[config.mk]
export PLATFORM = sky130hd
export DESIGN_NAME = ncpu32k_idu_queue
export DESIGN_NICKNAME = d
export VERILOG_FILES = /design/src/rtl/ncpu32k_idu_queue.sv
export SDC_FILE = /design/constraint.sdc
export NUM_CORES = 1
export LEC_CHECK = 0
export ABC_CLOCK_PERIOD_IN_PS = 10110
export CAP_MARGIN = 25
export CELL_PAD_IN_SITES_DETAIL_PLACEMENT = 1
export CELL_PAD_IN_SITES_GLOBAL_PLACEMENT = 2
export CORE_ASPECT_RATIO = 1.25
export CORE_MARGIN = 8
export CORE_UTILIZATION = 45
export DETAILED_ROUTE_END_ITERATION = 8
export PLACE_DENSITY = 0.86
export SETUP_SLACK_MARGIN = 0.5
export SKIP_LAST_GASP = 1
export SYNTH_ARGS = -nofsm -noshare
export SYNTH_HDL_FRONTEND = slang
export SYNTH_SLANG_ARGS = --single-unit
[constraint.sdc]
create_clock -name clk -period 10.11 [get_ports clk]
set_clock_uncertainty 0.2 [all_clocks]
set_input_delay 2.022 -clock clk [delete_from_list [all_inputs] [get_ports clk]]
set_output_delay 2.022 -clock clk [all_outputs]
set_load 0.02 [all_outputs]
[src/rtl/ncpu32k_idu_queue.sv]
// Instruction queue between fetch and issue: circular buffer of {insn, exc} with a
// combinational head decoder that picks how many in-order slots may issue together.
`timescale 1ns/1ps

`ifndef NCPU_IW
`define NCPU_IW 32
`endif
`ifndef NCPU_REG_AW
`define NCPU_REG_AW 5
`endif
`ifndef NCPU_REGNO_LNK
`define NCPU_REGNO_LNK 1
`endif
`ifndef NCPU_OP_ADD
`define NCPU_OP_ADD       7'h01
`define NCPU_OP_ADD_I     7'h02
`define NCPU_OP_AND       7'h03
`define NCPU_OP_AND_I     7'h04
`define NCPU_OP_OR        7'h05
`define NCPU_OP_OR_I      7'h06
`define NCPU_OP_XOR       7'h07
`define NCPU_OP_XOR_I     7'h08
`define NCPU_OP_SUB       7'h09
`define NCPU_OP_LDW       7'h0a
`define NCPU_OP_LDH       7'h0b
`define NCPU_OP_LDB       7'h0c
`define NCPU_OP_STW       7'h0d
`define NCPU_OP_STH       7'h0e
`define NCPU_OP_STB       7'h0f
`define NCPU_OP_BEQ       7'h10
`define NCPU_OP_BNE       7'h11
`define NCPU_OP_BGT       7'h12
`define NCPU_OP_BGTU      7'h13
`define NCPU_OP_BLE       7'h14
`define NCPU_OP_BLEU      7'h15
`define NCPU_OP_JMP_I     7'h16
`define NCPU_OP_JMP_LNK_I 7'h17
`define NCPU_OP_JMP       7'h18
`define NCPU_OP_MHI       7'h19
`define NCPU_OP_MBARR     7'h1a
`define NCPU_OP_SYSCALL   7'h1b
`define NCPU_OP_RET       7'h1c
`define NCPU_OP_WMSR      7'h1d
`define NCPU_OP_RMSR      7'h1e
`endif

module ncpu32k_idu_queue #(
   parameter int unsigned CONFIG_FW         = 2,
   parameter int unsigned CONFIG_IW         = 2,
   parameter int unsigned CONFIG_DEPTH_LOG2 = 3
) (
   input  logic                                     clk,
   input  logic                                     rst,
   input  logic                                     flush,
   input  logic                                     fe_valid,
   output logic                                     fe_ready,
   input  logic [$clog2(CONFIG_FW):0]               fe_cnt,
   input  logic [CONFIG_FW*`NCPU_IW-1:0]            fe_insn,
   input  logic [CONFIG_FW*3-1:0]                   fe_exc,
   output logic [$clog2(CONFIG_IW):0]               iss_cnt,
   input  logic                                     iss_ready,
   output logic [CONFIG_IW*`NCPU_IW-1:0]            iss_insn,
   output logic [CONFIG_IW*3-1:0]                   iss_exc,
   output logic [CONFIG_IW-1:0]                     iss_rs1_re,
   output logic [CONFIG_IW*`NCPU_REG_AW-1:0]        iss_rs1_addr,
   output logic [CONFIG_IW-1:0]                     iss_rs2_re,
   output logic [CONFIG_IW*`NCPU_REG_AW-1:0]        iss_rs2_addr,
   output logic [CONFIG_IW-1:0]                     iss_wb_regf,
   output logic [CONFIG_IW*`NCPU_REG_AW-1:0]        iss_wb_reg_addr,
   output logic [CONFIG_IW-1:0]                     iss_serial
);

   localparam int unsigned D   = 1 << CONFIG_DEPTH_LOG2;
   localparam int unsigned PW  = CONFIG_DEPTH_LOG2;
   localparam int unsigned CW  = CONFIG_DEPTH_LOG2 + 1;
   localparam int unsigned ICW = $clog2(CONFIG_IW) + 1;
   localparam int unsigned IWD = `NCPU_IW;
   localparam int unsigned AW  = `NCPU_REG_AW;

   typedef struct packed {
      logic [IWD-1:0] insn;
      logic [2:0]     exc;
   } ent_t;

   typedef struct packed {
      logic          rs1_re;
      logic [AW-1:0] rs1_addr;
      logic          rs2_re;
      logic [AW-1:0] rs2_addr;
      logic          wb_regf;
      logic [AW-1:0] wb_addr;
      logic          serial;
   } dec_t;

   ent_t          mem_q [D];
   logic [PW-1:0] rptr_q, rptr_d;
   logic [PW-1:0] wptr_q, wptr_d;
   logic [CW-1:0] count_q, count_d;
   logic          enq, deq;
   ent_t          head [CONFIG_IW];
   dec_t          dec  [CONFIG_IW];
   logic          issue_ok, hazard;

   function automatic dec_t decode(input ent_t e);
      dec_t          d;
      logic [6:0]    op;
      logic [AW-1:0] rd;
      logic          no_rs1, no_rs2, rs2_is_rd, no_wb, ser;
      op        = e.insn[6:0];
      rd        = e.insn[7 +: AW];
      no_rs1    = 1'b0;
      no_rs2    = 1'b0;
      rs2_is_rd = 1'b0;
      no_wb     = 1'b0;
      ser       = 1'b0;
      case (op)
         `NCPU_OP_ADD, `NCPU_OP_AND, `NCPU_OP_OR, `NCPU_OP_XOR, `NCPU_OP_SUB,
         `NCPU_OP_JMP: begin
         end
         `NCPU_OP_ADD_I, `NCPU_OP_AND_I, `NCPU_OP_OR_I, `NCPU_OP_XOR_I,
         `NCPU_OP_LDW, `NCPU_OP_LDH, `NCPU_OP_LDB: no_rs2 = 1'b1;
         `NCPU_OP_STW, `NCPU_OP_STH, `NCPU_OP_STB,
         `NCPU_OP_BEQ, `NCPU_OP_BNE, `NCPU_OP_BGT, `NCPU_OP_BGTU,
         `NCPU_OP_BLE, `NCPU_OP_BLEU: begin
            rs2_is_rd = 1'b1;
            no_wb     = 1'b1;
         end
         `NCPU_OP_WMSR: begin
            rs2_is_rd = 1'b1;
            no_wb     = 1'b1;
            ser       = 1'b1;
         end
         `NCPU_OP_RMSR: begin
            no_rs2 = 1'b1;
            ser    = 1'b1;
         end
         `NCPU_OP_MHI, `NCPU_OP_JMP_LNK_I: begin
            no_rs1 = 1'b1;
            no_rs2 = 1'b1;
         end
         `NCPU_OP_JMP_I: begin
            no_rs1 = 1'b1;
            no_rs2 = 1'b1;
            no_wb  = 1'b1;
         end
         `NCPU_OP_MBARR, `NCPU_OP_SYSCALL, `NCPU_OP_RET: begin
            no_rs1 = 1'b1;
            no_rs2 = 1'b1;
            no_wb  = 1'b1;
            ser    = 1'b1;
         end
         default: begin
            no_wb = 1'b1;
            ser   = 1'b1;
         end
      endcase
      d.rs1_re   = ~no_rs1;
      d.rs1_addr = e.insn[12 +: AW];
      d.rs2_re   = ~no_rs2;
      d.rs2_addr = rs2_is_rd ? rd : e.insn[17 +: AW];
      d.wb_addr  = (op == `NCPU_OP_JMP_LNK_I) ? AW'(`NCPU_REGNO_LNK) : rd;
      d.wb_regf  = ~no_wb & (d.wb_addr != '0);
      d.serial   = ser;
      // Frontend exceptions behave as a serialising no-op.
      if (e.exc != 3'b000) begin
         d.rs1_re  = 1'b0;
         d.rs2_re  = 1'b0;
         d.wb_regf = 1'b0;
         d.serial  = 1'b1;
      end
      return d;
   endfunction

   assign fe_ready = (count_q <= CW'(D - CONFIG_FW));
   assign enq      = fe_valid & fe_ready;
   assign deq      = iss_ready & (iss_cnt != '0);

   always_ff @(posedge clk) begin
      if (enq) begin
         for (int k = 0; k < int'(CONFIG_FW); k++) begin
            if (k < int'(fe_cnt)) begin
               mem_q[wptr_q + PW'(k)] <= '{insn: fe_insn[k*IWD +: IWD], exc: fe_exc[k*3 +: 3]};
            end
         end
      end
   end

   always_comb begin
      rptr_d  = rptr_q;
      wptr_d  = wptr_q;
      count_d = count_q;
      if (flush) begin
         rptr_d  = '0;
         wptr_d  = '0;
         count_d = '0;
      end else begin
         if (enq) wptr_d = wptr_q + PW'(fe_cnt);
         if (deq) rptr_d = rptr_q + PW'(iss_cnt);
         count_d = count_q + (enq ? CW'(fe_cnt) : '0) - (deq ? CW'(iss_cnt) : '0);
      end
   end

   always_ff @(posedge clk) begin
      if (rst) begin
         rptr_q  <= '0;
         wptr_q  <= '0;
         count_q <= '0;
      end else begin
         rptr_q  <= rptr_d;
         wptr_q  <= wptr_d;
         count_q <= count_d;
      end
   end

   always_comb begin
      for (int k = 0; k < int'(CONFIG_IW); k++) begin
         head[k] = mem_q[rptr_q + PW'(k)];
         dec[k]  = decode(head[k]);
      end
   end

   // Grow the issue group slot by slot; stop at the first slot that cannot join.
   always_comb begin
      iss_cnt  = '0;
      issue_ok = 1'b1;
      hazard   = 1'b0;
      for (int k = 0; k < int'(CONFIG_IW); k++) begin
         hazard = 1'b0;
         for (int j = 0; j < k; j++) begin
            if (dec[j].wb_regf &&
                ((dec[k].rs1_re && dec[k].rs1_addr == dec[j].wb_addr) ||
                 (dec[k].rs2_re && dec[k].rs2_addr == dec[j].wb_addr))) begin
               hazard = 1'b1;
            end
         end
         if (issue_ok && (CW'(k) < count_q) &&
             (k == 0 || (!dec[k].serial && !dec[0].serial && !hazard))) begin
            iss_cnt = ICW'(k + 1);
         end else begin
            issue_ok = 1'b0;
         end
      end
   end

   always_comb begin
      iss_insn        = '0;
      iss_exc         = '0;
      iss_rs1_re      = '0;
      iss_rs1_addr    = '0;
      iss_rs2_re      = '0;
      iss_rs2_addr    = '0;
      iss_wb_regf     = '0;
      iss_wb_reg_addr = '0;
      iss_serial      = '0;
      for (int k = 0; k < int'(CONFIG_IW); k++) begin
         iss_insn[k*IWD +: IWD]       = head[k].insn;
         iss_exc[k*3 +: 3]            = head[k].exc;
         iss_rs1_re[k]                = dec[k].rs1_re;
         iss_rs1_addr[k*AW +: AW]     = dec[k].rs1_addr;
         iss_rs2_re[k]                = dec[k].rs2_re;
         iss_rs2_addr[k*AW +: AW]     = dec[k].rs2_addr;
         iss_wb_regf[k]               = dec[k].wb_regf;
         iss_wb_reg_addr[k*AW +: AW]  = dec[k].wb_addr;
         iss_serial[k]                = dec[k].serial;
      end
   end

endmodule

[After elaboration in Yosys (flattened, before gate mapping)]
Memories as Yosys holds them, arrays and structs flattened. A register that Yosys moved wholly into a read port is not among the register bits.
Index checks and enable logic that the tools add are counted.
Storage, ports and cells
  register bits after elaboration: 10
  bits in latches: 0
  RAM bits: 280
  bits in read-only memories: 0
  input port bits: 77
  output and inout bits: 111
  logic and storage cells: 146
  memories: 1
Memory list
  mem_q: depth 8, bits a word 35, read ports 2, clocked after Yosys merged registers in 1, write ports 2, RTL line 95  | ent_t mem_q [D];
Operators by class
  add/subtract/negate cells: 6
  $mul: 0
  div/mod/pow operators: 0
  order comparisons: 5
  eq/ne operators: 62
  shift-type cells: 0
  multiplexer cells: 34
  bitwise operators: 8
  reduce and logical (&&, ||, !) cells: 27
Operators with widths (number)
  7-bit by 5-bit == test with 1-bit output, second input constant: 30
  7-bit by 4-bit == test with 1-bit output, second input constant: 16
  7-bit by 3-bit == test with 1-bit output, second input constant: 8
  25-bit OR reduction: 2
  16-bit OR reduction: 2
  7-bit by 2-bit == test with 1-bit output, second input constant: 4
  14-bit OR reduction: 2
  1-bit 2-to-1 mux: 25
  5-bit 2-to-1 mux: 4
  10-bit OR reduction: 2
  7-bit by 1-bit == test with 1-bit output, second input constant: 2
  6-bit OR reduction: 2
  5-bit == test: 2
  5-bit nonzero test: 2
  1-bit by 4-bit less-than comparator with 1-bit output, first input constant: 2
  1-bit logical AND: 7
  3-bit by 1-bit adder with 3-bit output, second input constant: 2
  3-bit by 2-bit adder with 3-bit output: 2
  2-bit 2-to-1 mux: 3
  3-bit 2-to-1 mux: 2
  3-bit nonzero test: 2
  4-bit by 2-bit adder with 4-bit output: 1
  1-bit AND: 4
  4-bit by 3-bit <= comparator with 1-bit output, second input constant: 1
  7 further kinds: 13

[Longest topological paths before layout]
Gate-level depths: netlist of run 1.
An unclocked memory read counts as a cell.
  depth after elaboration: 19
  mapped depth: 22
  mapped depth without buffers: 18

[Worst setup path after synthesis of run 1]
OpenSTA, ideal clock, no wires.
  path kind: in2reg
  start point: input port fe_valid
  end point: memory mem_q[0][0] in the netlist's numbering (enable)
  library setup time: 0.480 ns
  arrival: 5.424 ns
  required time: 9.430 ns
  path slack: 4.006 ns
  stages: 5
  buffers on the path: 1
  path through: and2_1 > clkbuf_1 > o21ai_0 > or2_2 > o31ai_1
RTL lines
  start, declared: RTL line 55  | input logic fe_valid,
  end, declared: RTL line 95

[Worst setup path in the final report of run 1]
  start point: register rptr_q[0]
  end point: output port iss_cnt[0]
Between the ends
  longest elaborated chain between the ends: 15
  elaborated cells on any way between the ends: 60
  classes of those cells: add/sub: 1; eq/ne: 32; mux: 10; bitwise: 2; reduce/logical: 14; memory: 1
Ends and longest elaborated chain
  start, declared: RTL line 96  | logic [PW-1:0] rptr_q, rptr_d;
  start signal, assigned: RTL line 209  | rptr_q <= rptr_d;
  3-bit by 1-bit adder with 3-bit output (*): RTL line 217  | head[k] = mem_q[rptr_q + PW'(k)];
  memory 8 x 35 bit (*)
  7-bit by 4-bit == test with 1-bit output (tied with other cells): RTL line 116  | case (op)
  10-bit OR reduction (no source line) (tied with other cells)
  1-bit 2-to-1 mux: RTL line 116
  5-bit 2-to-1 mux (tied with other cells): RTL line 160  | d.rs2_addr = rs2_is_rd ? rd : e.insn[17 +: AW];
  5-bit == test / 1-bit 2-to-1 mux (equally long branches): RTL line 232, 165
  1-bit logical AND, on equally long branches: RTL line 232, 231
  1-bit logical OR: RTL line 231  | ((dec[k].rs1_re && dec[k].rs1_addr == dec[j].wb_addr) ||
  1-bit logical AND: RTL line 230  | if (dec[j].wb_regf &&
  1-bit 2-to-1 mux: RTL line 230
  1-bit zero test: RTL line 237  | (k == 0 || (!dec[k].serial && !dec[0].serial && !hazard))) begin
  1-bit logical AND (*): RTL line 237
  1-bit logical AND (*): RTL line 236  | if (issue_ok && (CW'(k) < count_q) &&
  2-bit 2-to-1 mux (*): RTL line 236
  end, declared: RTL line 60  | output logic [$clog2(CONFIG_IW):0] iss_cnt,
Mark *: on every way between the ends. The rest lies on a longest branch, timed or not.

==> results of run 1 <==
[worst max path at each step]
stage,slack (ns),depth (start not counted),end
after floorplan,4.01,5,mem_q[0][0]
after global placement,2.56,11,iss_cnt[0]
after detailed placement,2.48,11,iss_cnt[0]
after CTS,1.83,11,iss_cnt[0]
after global routing,1.62,11,iss_cnt[0]
final,1.96,11,iss_cnt[0]
[Yosys cell counts, types with 5 or more instances]
library cell	instances	area share [%]
mux2_2	321	20
edfxtp_1	280	45
mux4_2	135	16
nand2_1	78	1.6
nor2_1	42	0.85
clkbuf_1	41	0.83
inv_1	33	0.67
mux2i_1	31	1.7
a21oi_1	28	0.76
buf_2	22	0.59
o21ai_0	17	0.46
nor3_1	16	0.43
buf_1	13	0.26
dfxtp_1	13	1.4
buf_4	11	0.45
mux4_1	11	1.6
ha_1	10	0.68
nand3_1	10	0.27
a21o_1	6	0.24
nor2b_1	6	0.20
xor2_1	6	0.28
a2111oi_0	5	0.24
a211oi_1	5	0.20
nand2b_1	5	0.17
xnor2_1	5	0.24
[power groups by stage]
stage	clock (mW)	sequential, mW	combinational [mW]
floorplan	0	1.48	0.827
global placement	0	1.50	1.30
detailed placement	0	1.51	1.32
CTS	1.16	1.49	1.33
global route	1.20	1.50	1.41
finish	1.15	1.49	1.32
[layout make-up]
cell class	count	share of cell area, %
sequential	293	39.6
timing repair buffer	210	9.33
multi-input combinational	812	42.8
clock buffer	35	3.61
clock inverter	21	0.942
inverter	36	0.616
tap	552	3.15
[cells in the final DEF (no fill, tap or decap), types with 5 or more instances in the layout]
cell type,instances
clkinv_1,7
nor2b_1,6
xor2_1,5
buf_4,23
a211oi_1,5
clkbuf_16,31
ha_1,9
clkinv_2,8
nand2b_1,5
nor3_1,16
edfxtp_1,280
mux4_1,11
inv_1,33
mux2i_1,31
clkdlybuf4s50_1,187
dfxtp_1,9
nand2_1,76
nand3_1,8
a21o_1,6
a21oi_1,28
o21ai_0,14
a2111oi_0,5
nor2_1,42
mux2_2,321
mux4_2,135
[tightest hold or removal path, stage by stage, from the launching register on]
cell and delay (ns):
dfxtp_1 0.36, mux2i_1 0.16, nor2_1 0.08
[flip-flops by register name (all words and copies together) (netlist names), named ones only]
register,flops
mem_q,280
count_q,4
rptr_q,3
wptr_q,3
[cells by family after synthesis]
group           Yosys count
mux                     501
simple gates            186
compound gates          100
buf+inv                 131
xor+xnor                 11
fa+ha+maj                14
flops                   293
[through the flow]
stage	hold WS [ns]	worst slack [ns]
after detailed placement	0.431	2.48
after floorplan	0.334	4.01
final	0.439	1.96
after global placement	0.395	2.56
after CTS	0.445	1.83
after global routing	0.469	1.62
[per-layer routing]
metal | GRT usage (%) | vias to the layer above | share of wire (%)
met5 | 0 | - | 0.022
met4 | 8.71 | 2 | 3.0
met3 | 3.77 | 99 | 6.0
met2 | 42.1 | 432 | 51
met1 | 29.1 | 6493 | 40
li1 | - | 5262 | -
==> run summary, run 1 <==
Fillers - 3884
RSZ-0062 raised after global routing - false
I/O pin cnt - 188
Mapped Avg Cell Area - 15.0 µm²
R2R Path End - count_q[3]
Sequential share of power - 37.6%
Vias in the first global route - 13600
Max Cap Viol - 0
Final wirelength - 58.0 mm
Root buf cell - clkbuf_16
Largest net degree at the start of global routing - 61
Antenna diode count - 0
Outcome - complete, no violations
Share of layout cells above drive strength 1 - 40.4%
WL/cell - 29.6 µm
Critical path startpoint category - flip-flop
Std cell rows - 83
Worst Path Required - 7.89 ns
Num CTS Buffers - 30
Area of the multi-input gates - 9370 µm²
Pwr Total - 3.96 mW
Int Pwr - 2.69 mW
Power per cell area - 180 nW/µm²
Final setup fails - 0
Final Max Tran Viols - 0
Post-CTS setup repair buffer count - 0
Critical Path Start - rptr_q[0]
Remaining routing DRC violations - 0
Combinational family with the most area after synthesis - multiplexers
Logic gate share of total power - 33.4%
Xor and xnor area share after synthesis - 0.520%
Worst-path cell chain - ha_4 > buf_4 > mux4_2 > mux2i_1 > nand2_1 > nor3_1 > a311oi_1 > a2111oi_2 > a31oi_2 > nor2_1 > clkdlybuf4s50_1
Area Overhead vs Synth - 18.4%
Synth Cell Area - 18500 µm²
Crit path time final - 8.15 ns
Critical path's top delay family - buffers and inverters
Die ar. - 47900 µm²
Yosys reg bits - 293
Port buffer count - 187
Vias/cell - 6.27
Die X - 197 µm
CP bufs+invs - 2
GRT Total Usage - 23.9%
Most used DFF post-synth - edfxtp_1
Final hold violations - 0
Net Sw Frac - 32.1%
Crit path kind - flip-flop to output pin
FF+latch area - 8680 µm²
Clock transition at path regs - 0.07 ns
Vias - 12300
Simple-gate share of the synthesized area - 4.77%
Placed cell area - 20900 µm²
Relative slew slack - 29.3%
NetSw - 1.27 mW
VDD IR max - 0.131 mV
HP Class - flip-flop to flip-flop
HPWL Detailed - 35.8 mm
Worst reg2reg startpoint - rptr_q[0]
Number of cells on the worst reg-to-reg path - 16
Cts hold-fix bufs - 0
Placed cells - 1903
# H-tree levels - 1
R2R Setup Slk - 3.68 ns
Endpoint class of the critical path - output pin
Worst path max stage delay - 0.81 ns
Hold Startpoint - rptr_q[1]
Post-synthesis sequential area ratio - 46.8%
Async SR Flop Fraction - 0%
Design area - 21900 µm²
Clock Path Buffers - 3
Lkg Pwr - 7.03 nW
Fin nets - 1474
Initial core utilization - 45.4%
Post-cts gate resize count - 0
CP max-delay cell - ha_4
ANT nets after route - 0
Cells after Synth - 1236
Hold path depth - 2
GPL Wtd Cong - 0.887
Fin Setup TNS - 0 ns
EDFF count, synth - 280
Die Span Y - 243 µm
Worst-Skew Late Latency - 0.58 ns
Worst Path Max Fanout - 59
FMAX - 123 MHz
Initial antenna violation count - 2
Area fraction in compound gates after synthesis - 3.86%
Final cell count without fillers - 1959
Pre-Repair DR Iteration Count - 5
Post-synthesis mux area share - 39.4%
CTS tree - done
# clock sinks - 293
Worst Max-Slew Pin Slew - 1.05 ns
Mapped Nets - 1327
Distinct cells, synth - 74
First-pass GRT wire length - 87.0 mm
First DRT Iteration DRCs - 861
Crit share post-route - 80.6%
Grt ovf - 0
Arrival time at the worst endpoint - 5.92 ns
Clock power share - 29.0%
Final Util - 53.7%
Yosys warnings - 0
Synth Area in Adders - 1.11%
Placeable Area - 40800 µm²
No activity file was read; power rests on OpenSTA's default activity.
==> run 2: changes to the inputs <==
--- a/config.mk
+++ b/config.mk
@@ -5,15 +5,15 @@
 export SDC_FILE = /design/constraint.sdc
 export NUM_CORES = 1
 export LEC_CHECK = 0
-export ABC_CLOCK_PERIOD_IN_PS = 10110
+export ABC_CLOCK_PERIOD_IN_PS = 7900
 export CAP_MARGIN = 25
 export CELL_PAD_IN_SITES_DETAIL_PLACEMENT = 1
 export CELL_PAD_IN_SITES_GLOBAL_PLACEMENT = 2
 export CORE_ASPECT_RATIO = 1.25
 export CORE_MARGIN = 8
-export CORE_UTILIZATION = 45
+export CORE_UTILIZATION = 42
 export DETAILED_ROUTE_END_ITERATION = 8
-export PLACE_DENSITY = 0.86
+export PLACE_DENSITY = 0.81
 export SETUP_SLACK_MARGIN = 0.5
 export SKIP_LAST_GASP = 1
 export SYNTH_ARGS = -nofsm -noshare
==> constraint.sdc (replaced) <==
create_clock -name clk -period 7.9 [get_ports clk]
set_clock_uncertainty 0.2 [all_clocks]
set_input_delay 1.58 -clock clk [delete_from_list [all_inputs] [get_ports clk]]
set_output_delay 1.58 -clock clk [all_outputs]
set_load 0.02 [all_outputs]
==> run summary, run 2 (same netlist as run 1, synthesis figures left out) <==
# H-tree levels - 1 (unchanged)
# clock sinks - 293 (unchanged)
Initial antenna violation count - 4 (+2)
CTS tree - done
Critical path startpoint category - flip-flop
Worst setup margin - 0.854 ns (-1.11 ns)
RSZ-0062 raised after global routing - false
First DRT Iteration DRCs - 775 (-10%)
HPWL Detailed - 37.8 mm (+5.5%)
VDD IR max - 0.171 mV (+30%)
Worst Max-Slew Pin Slew - 0.984 ns (-0.0681 ns)
Vias in the first global route - 13600 (+0.22%)
Crit path kind - flip-flop to output pin
Post-cts gate resize count - 0 (unchanged)
Vias/cell - 6.18 (-1.5%)
CP bufs+invs - 3 (+1)
Top reg by flops - mem_q
Clock Path Buffers - 3 (unchanged)
Final hold violations - 0 (unchanged)
Final Max Tran Viols - 0 (unchanged)
Die ar. - 51100 µm² (+6.6%)
ANT nets after route - 0 (unchanged)
Relative slew slack - 34.4% (+5.1 points)
Post-CTS setup repair buffer count - 0 (unchanged)
Fin Setup TNS - 0 ns (unchanged)
Largest net degree at the start of global routing - 62 (+1.6%)
Critical path's top delay family - buffers and inverters
Worst Path Required - 6.12 ns (-1.77 ns)
WL/cell - 29.8 µm (+0.45%)
Lkg Pwr - 7.14 nW (+1.5%)
Worst Path Max Fanout - 39 (-34%)
GRT Total Usage - 22.7% (-1.2 points)
GPL Wtd Cong - 0.879 (-0.91%)
Std cell rows - 86 (+3.6%)
Grt ovf - 0 (unchanged)
Worst-Skew Late Latency - 0.57 ns (about the same)
Worst path max stage delay - 0.98 ns (+0.17 ns)
First-pass GRT wire length - 88.4 mm (+1.6%)
Area Overhead vs Synth - 19.6%
Share of layout cells above drive strength 1 - 40.8% (+0.44 points)
Endpoint class of the critical path - output pin
Placeable Area - 43800 µm² (+7.3%)
DP Worst Slack - 1.46 ns (-1.02 ns)
HP Class - flip-flop to flip-flop
I/O pin cnt - 188 (unchanged)
Port buffer count - 187 (unchanged)
Most frequent cells in the layout - mux2_2 (321), edfxtp_1 (280), clkdlybuf4s50_1 (187)
Cts hold-fix bufs - 0 (unchanged)
Die Span Y - 251 µm (+3.3%)
Crit share post-route - 89.2%
CP max-delay cell - dfxtp_2
Num CTS Buffers - 30 (unchanged)
Final setup fails - 0 (unchanged)
Final wirelength - 59.2 mm (+1.9%)
Crit path time final - 7.05 ns
Pre-Repair DR Iteration Count - 5 (unchanged)
Clock transition at path regs - 0.06 ns (about the same)
Remaining routing DRC violations - 0 (unchanged)
Max FFs per register - 280 (unchanged)
Worst-path cell chain - buf_4 > mux4_2 > mux2i_1 > inv_1 > nor2_1 > nand3_1 > o2111ai_2 > o41ai_1 > a31oi_2 > clkdlybuf4s50_1
Die X - 204 µm (+3.2%)
Arrival time at the worst endpoint - 5.27 ns (-0.65 ns)
FMAX - 142 MHz
Max Cap Viol - 0 (unchanged)
Outcome - complete, no violations
Vias - 12300 (-0.057%)
Top Registers - mem_q x280, count_q x4
Power per cell area - 236 nW/µm² (+31%)
Root buf cell - clkbuf_16
Fin nets - 1483 (+0.61%)
Most common cell after layout, fill and taps aside - mux2_2
Initial core utilization - 42.3% (-3.1 points)
==> run 2: cell types whose count changed in the layout (fill, tap and decap cells not counted) <==
| cell | before | now |
|---|---|---|
| buf_4 | 23 | 31 |
| bufinv_16 | 4 | 9 |
| clkinv_2 | 8 | 5 |
| clkbuf_1 | 4 | 2 |
| clkinvlp_4 | 2 | 0 |
| diode_2 | 0 | 2 |
| buf_12 | 0 | 1 |
==> run 2: metal layers <==
metal	global-route usage, %	up-vias	part of all wire, %	routed length [µm]
li1	-	5292	-	-
met1	26.9	6521	39	23300
met2	41.7	372	53	31300
met3	3.61	92	5.3	3160
met4	6.72	4	2.3	1390
met5	0	-	0.046	27
==> run 2: final timing paths <==
path              startpoint         end  slack [ns]  cells past startpoint
setup / recovery   flip-flop  iss_cnt[1]        0.85                     10
hold / removal     rptr_q[0]   rptr_q[0]        0.39                      2
setup reg to reg   flip-flop  count_q[3]        2.00                     16
hold reg to reg    rptr_q[0]   rptr_q[0]        0.39                      2
==> run 2: worst reg2reg max path: stages, from the launching register on <==
cell and delay, ns:
dfxtp_2 0.98, buf_4 0.52, mux4_2 0.36, mux2i_1 0.50
inv_1 0.23, nor2_1 0.18, nand3_1 0.14, o2111ai_2 0.35
o41ai_1 0.16, a31oi_2 0.52, nand2_1 0.21, fa_1 0.52
ha_1 0.29, a21o_1 0.18, a21oi_1 0.22, xnor2_1 0.15
nor2_1 0.06
==> run 2: power breakdown <==
part	leakage, nW	switching [mW]	total, mW	internal, mW
registers	2.65	0.0681	1.89	1.83
logic	3.94	0.957	1.73	0.772
clock network	0.545	0.607	1.61	1.00
==> run 2: per-stage QoR <==
step           area, µm²  power [mW]  hold WS [ns]  cells  util, %
3_5_place_dp       21000        3.66         0.384   1931     48.0
5_1_grt            22100        5.43         0.426   1986     50.6
2_1_floorplan      18500        2.95         0.334   1236        -
6_report           22100        5.23         0.394   1988     50.6
4_1_cts            22100        5.27         0.397   1985     50.5
3_3_place_gp       21000        3.63         0.385   1931     48.0
==> run 2: area by class of cell <==
| type | count | area, µm² |
|---|---|---|
| clock inverter | 21 | 327 |
| fill | 4254 | 21600 |
| antenna | 2 | 5.00 |
| inverter | 36 | 135 |
| multi-input combinational | 812 | 9370 |
| timing repair buffer | 219 | 2120 |
| tap | 572 | 716 |
| clock buffer | 33 | 783 |
| sequential | 293 | 8680 |
